$ cat src/rtl/regfile_stream_reader.sv
// Burst read sequencer: walks a wrapping address range through an async regfile
// read port and presents each word as a registered valid/ready stream beat.
module regfile_stream_reader #(
  parameter int DataSize  = 32,
  parameter int DataWidth = 32
) (
  input  logic                          clk_i,
  input  logic                          rst_ni,
  input  logic                          start_i,
  input  logic [$clog2(DataSize)-1:0]   base_addr_i,
  input  logic [$clog2(DataSize):0]     len_i,
  output logic                          busy_o,
  output logic                          done_o,
  output logic [$clog2(DataSize)-1:0]   raddr_o,
  input  logic [DataWidth-1:0]          rdata_i,
  output logic [DataWidth-1:0]          out_data_o,
  output logic                          out_valid_o,
  output logic                          out_last_o,
  input  logic                          out_ready_i
);

  localparam int AddrWidth = $clog2(DataSize);
  localparam logic [AddrWidth-1:0] AddrOne = AddrWidth'(1);
  localparam logic [AddrWidth:0]   RemOne  = (AddrWidth + 1)'(1);
  localparam logic [AddrWidth:0]   RemZero = (AddrWidth + 1)'(0);

  typedef enum logic [1:0] {
    IDLE = 2'd0,
    RUN  = 2'd1,
    LAST = 2'd2
  } state_e;

  state_e                r_state;
  logic [AddrWidth-1:0]  r_addr;
  logic [AddrWidth:0]    r_rem;
  logic [DataWidth-1:0]  r_data;
  logic                  r_valid;
  logic                  r_last;
  logic                  r_done;

  state_e                w_state_nxt;
  logic [AddrWidth-1:0]  w_addr_nxt;
  logic [AddrWidth:0]    w_rem_nxt;
  logic [DataWidth-1:0]  w_data_nxt;
  logic                  w_valid_nxt;
  logic                  w_last_nxt;
  logic                  w_done_nxt;
  logic                  w_load;

  // Next-state and datapath update; the output slot refills whenever it is empty or draining.
  always_comb begin
    w_state_nxt = r_state;
    w_addr_nxt  = r_addr;
    w_rem_nxt   = r_rem;
    w_data_nxt  = r_data;
    w_valid_nxt = r_valid;
    w_last_nxt  = r_last;
    w_done_nxt  = 1'b0;
    w_load      = 1'b0;

    case (r_state)
      IDLE: begin
        if (start_i && (len_i != RemZero)) begin
          w_state_nxt = RUN;
          w_addr_nxt  = base_addr_i;
          w_rem_nxt   = len_i;
        end else if (start_i) begin
          w_done_nxt  = 1'b1;
        end else begin
          w_state_nxt = IDLE;
        end
      end

      RUN: begin
        w_load = !r_valid || out_ready_i;
        if (w_load) begin
          w_data_nxt  = rdata_i;
          w_valid_nxt = 1'b1;
          w_last_nxt  = (r_rem == RemOne);
          w_addr_nxt  = r_addr + AddrOne;
          w_rem_nxt   = r_rem - RemOne;
          // Final word captured: wait in LAST for its handshake, fetch nothing more.
          w_state_nxt = (r_rem == RemOne) ? LAST : RUN;
        end else begin
          w_state_nxt = RUN;
        end
      end

      LAST: begin
        if (r_valid && out_ready_i) begin
          w_valid_nxt = 1'b0;
          w_last_nxt  = 1'b0;
          w_done_nxt  = 1'b1;
          w_state_nxt = IDLE;
        end else begin
          w_state_nxt = LAST;
        end
      end

      default: begin
        w_state_nxt = IDLE;
        w_valid_nxt = 1'b0;
        w_last_nxt  = 1'b0;
      end
    endcase
  end

  // State and output registers.
  always_ff @(posedge clk_i or negedge rst_ni) begin
    if (!rst_ni) begin
      r_state <= IDLE;
      r_addr  <= {AddrWidth{1'b0}};
      r_rem   <= RemZero;
      r_data  <= {DataWidth{1'b0}};
      r_valid <= 1'b0;
      r_last  <= 1'b0;
      r_done  <= 1'b0;
    end else begin
      r_state <= w_state_nxt;
      r_addr  <= w_addr_nxt;
      r_rem   <= w_rem_nxt;
      r_data  <= w_data_nxt;
      r_valid <= w_valid_nxt;
      r_last  <= w_last_nxt;
      r_done  <= w_done_nxt;
    end
  end

  assign raddr_o     = r_addr;
  assign busy_o      = (r_state != IDLE);
  assign done_o      = r_done;
  assign out_data_o  = r_data;
  assign out_valid_o = r_valid;
  assign out_last_o  = r_last;

endmodule

$ cat config.mk
export PLATFORM = sky130hd
export DESIGN_NAME = regfile_stream_reader
export DESIGN_NICKNAME = d
export VERILOG_FILES = /design/src/rtl/regfile_stream_reader.sv
export SDC_FILE = /design/constraint.sdc
export NUM_CORES = 1
export LEC_CHECK = 0
export BUFFER_PORTS_ARGS = -buffer_cell sky130_fd_sc_hd__buf_2
export CORE_AREA = 3 3 90 92
export CTS_CLUSTER_DIAMETER = 30
export DETAILED_ROUTE_END_ITERATION = 8
export DIE_AREA = 0 0 93 95
export GPL_TIMING_DRIVEN = 0
export MAX_ROUTING_LAYER = met4
export PLACE_DENSITY = 0.6
export SKIP_LAST_GASP = 1
export SLEW_MARGIN = 20
export SYNTH_ARGS = -nofsm -noshare
export SYNTH_HDL_FRONTEND = slang
export SYNTH_SLANG_ARGS = --single-unit
$ cat constraint.sdc
create_clock -name clk_i -period 3.4 [get_ports clk_i]
set_input_delay 0.34 -clock clk_i [delete_from_list [all_inputs] [get_ports clk_i]]
set_output_delay 0.34 -clock clk_i [all_outputs]
set_load 0.03 [all_outputs]
### Yosys cells after proc, flatten, opt, wreduce, memory -nomap -nowiden

Cells that the tools add are included.

* logic and storage cells: 49
* flip-flop bits (word level): 48
* input bits: 47
* output and inout port bits: 41

* $add $sub $neg: 2
* bitwise operators: 1
* equal/unequal tests: 7
* reduce and logical (&&, ||, !) cells: 11
* mux-type cells: 21

Operators with widths (number)
* $mux W6: 2
* $pmux W6 S2: 1
* $mux W2: 5
* $mux W5: 2
* $pmux W5 S2: 1
* $eq A6 B1 Y1 const B: 1
* $mux W1: 6
* $ne A2 B2 Y1 const B: 3
* $pmux W1 S3: 2
* $pmux W2 S3: 1
* $reduce_and A3 Y1: 2
* $reduce_bool A6 Y1: 1
* $sub A6 B1 Y6 const B: 1
* $add A5 B1 Y5 const B: 1
* $reduce_bool A2 Y1: 2
* $ne A3 B3 Y1 const B: 1
* $eq A2 B1 Y1 const B: 1
* $eq A2 B2 Y1 const B: 1
* $logic_and A1 B1 Y1: 2
* $logic_not A2 Y1: 1
* $pmux W1 S2: 1
* $reduce_and A2 Y1: 1
* $logic_not A1 Y1: 1
* $logic_or A1 B1 Y1: 1
* $not A1 Y1: 1

### Longest topological paths before layout

Gate-level depths: netlist of run 1.

* word-level depth: 4
* gate-level depth with buffers: 7
* mapped depth without buffers: 6

### Worst setup path after synthesis of run 1

No wires, ideal clock.

* path kind: in2reg
* start: input len_i[4]
* end: register r_addr[3] (netlist: raddr_o[3])
* path slack: 1.680 ns
* data arrival time: 1.594 ns
* cell stages on the path: 3
* cells stage by stage: or4_4 > o311a_4 > a221o_1

* cells in the longest elaborated chain, start to end: 4

Ends and longest elaborated chain
* start, declared: line 11 `input logic [$clog2(DataSize):0] len_i,`
* $reduce_bool A6 Y1: line 63 `if (start_i && (len_i != RemZero)) begin`
* $logic_and A1 B1 Y1: line 63
* $ne A2 B2 Y1 (no source line)
* $reduce_and A3 Y1 (no source line)
* end signal, assigned: line 112 `r_addr <= {AddrWidth{1'b0}};`
* end signal, assigned: line 120 `r_addr <= w_addr_nxt;`
* end, declared: line 34 `logic [AddrWidth-1:0] r_addr;`

No other way between the ends.
A chain may end at the register's enable or synchronous reset.

### Final worst setup path of run 1

* start: register r_state[0]
* end: output busy_o

* cells in the longest elaborated chain, start to end: 1

Ends and longest elaborated chain
* start, declared: line 33 `state_e r_state;`
* start signal, assigned: line 119 `r_state <= w_state_nxt;`
* $reduce_bool A2 Y1: line 130 `assign busy_o = (r_state != IDLE);`
* end, declared: line 12 `output logic busy_o,`

No other way between the ends.

==> results of run 1 <==
state kept, by name, indices dropped and copies added, names as in the netlist:
register,flops
out_valid_o,1
raddr_o,5
out_last_o,1
r_state,2
r_rem,6
done_o,1
out_data_o,32
layer usage:
| metal | vias up | GRT usage, % | part of all wire, % |
|---|---|---|---|
| met1 | 936 | 18.2 | 47 |
| met3 | 2 | 3.27 | 6.9 |
| li1 | 993 | - | - |
| met5 | - | - | 0 |
| met4 | 0 | 2.20 | 0.31 |
| met2 | 69 | 20.2 | 46 |
per-stage QoR:
stage	power (uW)	utilization (%)	hold slack [ns]	instances	instance area, um2
6_report	1090	39.0	-0.00597	433	2840
5_1_grt	1150	39.0	0.0274	433	2840
4_1_cts	1110	39.0	0.00880	433	2840
3_5_place_dp	746	37.7	0.340	425	2750
3_3_place_gp	741	37.4	0.453	424	2730
2_1_floorplan	675	-	0.0444	238	2170
final timing paths:
kind                                     start        endpoint  cells past startpoint
worst max register to register      r_state[1]   out_data_o[7]                      6
max in group asynchronous               rst_ni   out_data_o[0]                      2
worst min register to register  out_data_o[14]  out_data_o[14]                      2
min in group clk_i                 rdata_i[11]  out_data_o[11]                      3
worst min-delay path                    rst_ni     out_valid_o                      1
worst max-delay path                r_state[0]          busy_o                      5
cell usage in the layout, fill, tap and decap left out, drive strengths merged, types with 3 or more instances in the layout:
cell / synthesis / final
a21oi: 6 / 6
nand2: 101 / 101
nand2b: 3 / 3
nor3: 7 / 7
nor2: 9 / 9
o22ai: 3 / 3
dfrtp: 48 / 48
buf: 3 / 91
clkbuf: 8 / 15
ha: 3 / 3
o21ai: 6 / 6
inv: 5 / 5
nand3: 5 / 5
kinds of logic (layout without fill, tap and decap cells):
| family | Yosys count | in the layout |
|---|---|---|
| flops | 48 | 48 |
| simple gates | 132 | 132 |
| buf+inv | 16 | 112 |
| compound gates | 37 | 37 |
| fa+ha+maj | 3 | 3 |
| mux | 2 | 2 |
synthesized netlist by cell type (3+ instances only):
cell / instances / share of area (%)
inv_1: 5 / 0.87
nand2b_1: 3 / 0.87
ha_1: 3 / 1.7
o22ai_1: 3 / 0.87
nor3_1: 7 / 1.6
nor2_1: 7 / 1.2
o21ai_0: 6 / 1.4
buf_2: 3 / 0.69
dfrtp_1: 48 / 55
nand2_1: 101 / 17
clkbuf_1: 8 / 1.4
nand3_1: 5 / 1.2
a21oi_1: 6 / 1.4
cell type report:
| class | instances | share of cell area, % |
|---|---|---|
| Sequential cell | 48 | 42.3 |
| Multi-Input combinational cell | 174 | 31.8 |
| Timing Repair Buffer | 88 | 16.0 |
| Tap cell | 99 | 4.36 |
| Clock buffer | 7 | 3.04 |
| Buffer | 11 | 1.58 |
| Inverter | 5 | 0.660 |
| Clock inverter | 1 | 0.264 |
power groups by stage:
stage | combinational, uW | sequential [uW] | clock [uW]
CTS | 133 | 602 | 373
global route | 145 | 605 | 399
floorplan | 21.4 | 654 | 0
global placement | 129 | 613 | 0
finish | 130 | 602 | 354
detailed placement | 134 | 612 | 0
==> impl_metrics.toml, run 1 <==
[status]
status = "finished, violations left"
violations = "negative hold slack"

[power]
clock_power_share_pct = 32.6
internal-power_uw = 803
p_seq_share_pct = 55.4
swShare_pct = 26.1
peakVddDrop_uv = 156
p_sw_uw = 283
power.static_leakage_uw = 0.00145
p_per_area_nw_per_um2 = 382
p_comb_share_pct = 12.0

[routing]
dr.pass1.iters = 4
drt-initial-drc-count = 99
drt_wl_total_um = 5550
drt.antenna.violating_nets = 0
routedWlPerCell_um = 12.8
drc = 0
dr_total_vias = 2000
routed_via_density = 4.62

[worst_setup_path]
worstSetupEndpointType = "output port"
r2r_slack_ns = 1.47
cp_max_fo = 10
critPathKind = "reg2out"
crit_path_frequent_cell = "clkbuf_1"
slowest_delay_ns = 0.40
cp.required_ns = 3.06
critPathLaunchType = "flip-flop"
cpLargestDelayFamily = "buffers and inverters"
cpMaxStageDelayCell = "dfrtp_1"
crit_buf_inv = 4
crit_chain = "clkbuf_1 > clkbuf_1 > nor2_1 > inv_1 > buf_2"
worstPathArrival_ns = 1.79

[yosys]
synth_seq_area_share_pct = 55.4
synth-simple-area-share_pct = 25.4
synthArstFlopShare_pct = 100
synth-compound-area-share_pct = 13.6
synth_ff_type = "dfrtp_1"
synth-seq-cells = 48
synthMuxAreaShare_pct = 0.923
ys_types = 39
synth_top_family_by_area = "simple AND/OR/NAND/NOR gates"
yosysWarnings = 0
syn_area_um2 = 2170
syn_nets = 288
syn_inst = 238
postSynthAreaPerCell_um2 = 9.12
synth_edf_count = 0
yosys.area_share.xor_xnor_pct = 0
synth_fa_ha_area_share_pct = 1.73

[cts]
hold_buffers = 0
cts_root_buffer = "clkbuf_8"
h-tree-depth = 2
cts_tree = "built"
cts_sinks = 48
clock_latency_ns = 0.29
cts_made_buffers = 5
ctsLongestPathBuffers = 2
cts_setup_buffers = 0
cts.repair.resized = 0
clk_pin_slew_ns = 0.09

[floorplan]
ios = 88
start_util_pct = 29.8
die_height_um = 95
core_area_um2 = 7290
die_w_um = 93
row_count = 31
die-area_um2 = 8840

[sta]
setup_tns_ns = 0
drv_slew = 0
slew_headroom_pct = 62.6
rsz0062_at_grt = "false"
skew_ns = 0.00465
hold_viol_final = 5
fmax_mhz = 470
min_period_ns = 2.13
worst_slew_pin_slew_ns = 0.560
whs_ns = -0.00597
finalCritPeriodShare_pct = 62.6
fin_ws_ns = 1.27
finalSetupViolCount = 0

[place]
io_buffers = 87
hpwl_um = 4140
place_ws_ns = 1.45
gp_congestion = 0.773

[worst_hold_path]
hold_path_class = "in2async"

[run]
max_cap_violations = 0

[cells_and_area]
final_layout_size_suffix_gt1_share_pct = 30.8
multi_input_area_um2 = 905
final-seq-area_um2 = 1200
nFillCells = 800
antennaDiodeCount = 0
nets = 383
syn_to_final_growth_pct = 31.0

[global_route]
overflow = 0
grt_pass1_vias = 1857
grt_usage_pct = 13.3
antenna_found_initial = 0
grt_pass1_wl_um = 9100
grt_max_degree = 30
(Power assumes the default switching activity.)
==> run 2, diff against run 1 <==
--- a/config.mk
+++ b/config.mk
@@ -5,11 +5,12 @@
 export SDC_FILE = /design/constraint.sdc
 export NUM_CORES = 1
 export LEC_CHECK = 0
+export ABC_AREA = 1
 export BUFFER_PORTS_ARGS = -buffer_cell sky130_fd_sc_hd__buf_2
-export CORE_AREA = 3 3 90 92
+export CORE_AREA = 3 3 91 93
 export CTS_CLUSTER_DIAMETER = 30
 export DETAILED_ROUTE_END_ITERATION = 8
-export DIE_AREA = 0 0 93 95
+export DIE_AREA = 0 0 94 96
 export GPL_TIMING_DRIVEN = 0
 export MAX_ROUTING_LAYER = met4
 export PLACE_DENSITY = 0.6
==> constraint.sdc (replaced) <==
create_clock -name clk_i -period 2.1 [get_ports clk_i]
set_input_delay 0.21 -clock clk_i [delete_from_list [all_inputs] [get_ports clk_i]]
set_output_delay 0.21 -clock clk_i [all_outputs]
set_load 0.03 [all_outputs]
==> impl_metrics.toml, run 2 <==
[status]
status = "complete, no violations"

[cells_and_area]
final_cell_mix = "144 x nand2_1, 89 x buf_2, 48 x dfrtp_1"
syn_to_final_growth_pct = 32.5
nFillCells = 797
antennaDiodeCount = 0
final_common_cell = "nand2_1"
final_layout_size_suffix_gt1_share_pct = 33.4
nets = 420
largest_reg_flops = 32
utilization_pct = 39.3

[place]
io_buffers = 87
place_ws_ns = 0.683
gp_congestion = 0.836
hpwl_um = 4000

[power]
peakVddDrop_uv = 916
power_uw = 5380
power.static_leakage_uw = 0.00170
p_per_area_nw_per_um2 = 1800

[floorplan]
ios = 88
row_count = 32
die_w_um = 94
start_util_pct = 29.7
die_height_um = 96
core_area_um2 = 7610
die-area_um2 = 9020

[worst_hold_path]
min_from = "rdata_i[12]"
hold_depth = 3
hold_path_class = "in2reg"
min_to = "out_data_o[12]"

[routing]
dr_total_vias = 2028
drt.antenna.violating_nets = 0
drc = 0
dr.pass1.iters = 4
routed_via_density = 4.29
drt-initial-drc-count = 54
drt_wl_total_um = 5360
routedWlPerCell_um = 11.3

[worst_setup_path]
crit_chain = "inv_1 > ha_1 > inv_1 > nor2_1 > nand2_1 > nand2_1 > nand3_1 > nand3_2 > nand2_1"
cp.required_ns = 2.29
worstPathArrival_ns = 1.61
cp_max_fo = 5
slowest_delay_ns = 0.41
crit_path_frequent_cell = "nand2_1"
r2r_end = "r_rem[4]"
critPathKind = "reg2reg"
cpMaxStageDelayCell = "dfrtp_1"
critPathLaunchType = "flip-flop"
r2r_slack_ns = 0.68
r2r_start = "r_rem[0]"
reg2regPathDepth = 9
worstSetupEndpointType = "flip-flop"

[sta]
whs_ns = 0.0981
setup_tns_ns = 0
fin_ws_ns = 0.682
drv_slew = 0
slew_headroom_pct = 59.4
finalCritPeriodShare_pct = 67.5
rsz0062_at_grt = "false"
fmax_mhz = 705
skew_ns = 0.00427
worst_slew_pin_slew_ns = 0.608
hold_viol_final = 0
finalSetupViolCount = 0
min_period_ns = 1.42

[yosys]
synthMuxAreaShare_pct = 0
yosysWarnings = 0
ys_types = 24
postSynthAreaPerCell_um2 = 8.21
synth_seq_area_share_pct = 53.2
syn_inst = 275
netlist_top_cells_area = "dfrtp_1 53%, nand2_1 24%, inv_1 2.5%"
yosys-top-cells-count = "144 x nand2_1, 48 x dfrtp_1, 15 x inv_1"
syn_area_um2 = 2260
yosysMostFrequentCell = "nand2_1"
synth-compound-area-share_pct = 4.93
synth_top_cell_area_share_pct = 53.2
synth_edf_count = 0
syn_nets = 325
synth_top_area_cell = "dfrtp_1"
synth_fa_ha_area_share_pct = 1.66
synth-simple-area-share_pct = 33.6
synth_top_family_by_area = "simple AND/OR/NAND/NOR gates"
yosys.area_share.xor_xnor_pct = 0
synth_ff_type = "dfrtp_1"
synth-seq-cells = 48
synthArstFlopShare_pct = 100

[cts]
cts_setup_buffers = 0
cts_root_buffer = "clkbuf_8"
cts_sinks = 48
cts.repair.resized = 0
clk_pin_slew_ns = 0.09
cts_tree = "built"
cts_made_buffers = 5
clock_latency_ns = 0.30
h-tree-depth = 2
ctsLongestPathBuffers = 2

[global_route]
grt_usage_pct = 12.9
grt_pass1_vias = 1930
overflow = 0
antenna_found_initial = 0
grt_pass1_wl_um = 8950
grt_max_degree = 49

[run]
max_cap_violations = 0
==> run 2: cells by family after synthesis <==
family / Yosys count
flops: 48
simple gates: 179
fa+ha+maj: 3
buf+inv: 28
compound gates: 17
==> run 2: area by class of cell <==
| cell class | instances | area (um2) | area share (%) |
|---|---|---|---|
| Clock inverter | 3 | 90.1 | 3.01 |
| Buffer | 9 | 76.3 | 2.55 |
| Timing Repair Buffer | 88 | 448 | 15.0 |
| Clock buffer | 5 | 68.8 | 2.30 |
| Inverter | 19 | 71.3 | 2.38 |
| Tap cell | 102 | 128 | 4.27 |
| Sequential cell | 48 | 1200 | 40.2 |
| Multi-Input combinational cell | 199 | 908 | 30.4 |
==> run 2: power breakdown <==
part,internal (uW),switching [uW]
clock,595,314
sequential,1370,283
combinational,891,1920
==> run 2: worst max-delay path by stage <==
stage / start / end / slack (ns) / cells after the start
floorplan: raddr_o[0] / raddr_o[2] / 0.72 / 6
global placement: r_rem[0] / r_rem[4] / 0.74 / 9
finish: r_rem[0] / r_rem[4] / 0.68 / 9
detailed placement: r_rem[0] / r_rem[4] / 0.68 / 9
global route: r_rem[0] / r_rem[4] / 0.53 / 9
CTS: r_rem[0] / r_rem[4] / 0.66 / 9
==> run 2: timing repair <==
action | 4_1_cts | 5_1_grt
hold buffers | 1 | 0
endpoints found under the setup margin | 0 | 0
hold endpoints to repair | 48 | 0
==> run 2: stage by stage <==
stage                     area [um2]  std cells
final                           2990        473
after detailed placement        2820        464
after global routing            2990        473
after floorplan                 2260        275
after global placement          2820        464
after CTS                       2990        473
==> run 2: routing by layer <==
layer  wire (um)  up-vias  track usage, %  share of wire (%)
met5           0        -               -                  0
met4          25        0            3.61               0.47
met3         328        2            2.89                6.1
met2        2510       57            20.7                 47
met1        2500      933            16.4                 47
li1            -     1036               -                  -
==> run 2: critical path: cells and delay by family, from the launching register on <==
| family | cells | cell delay (ns) |
|---|---|---|
| simple gates | 6 | 0.50 |
| flops | 1 | 0.41 |
| fa+ha+maj | 1 | 0.21 |
| buf+inv | 2 | 0.20 |
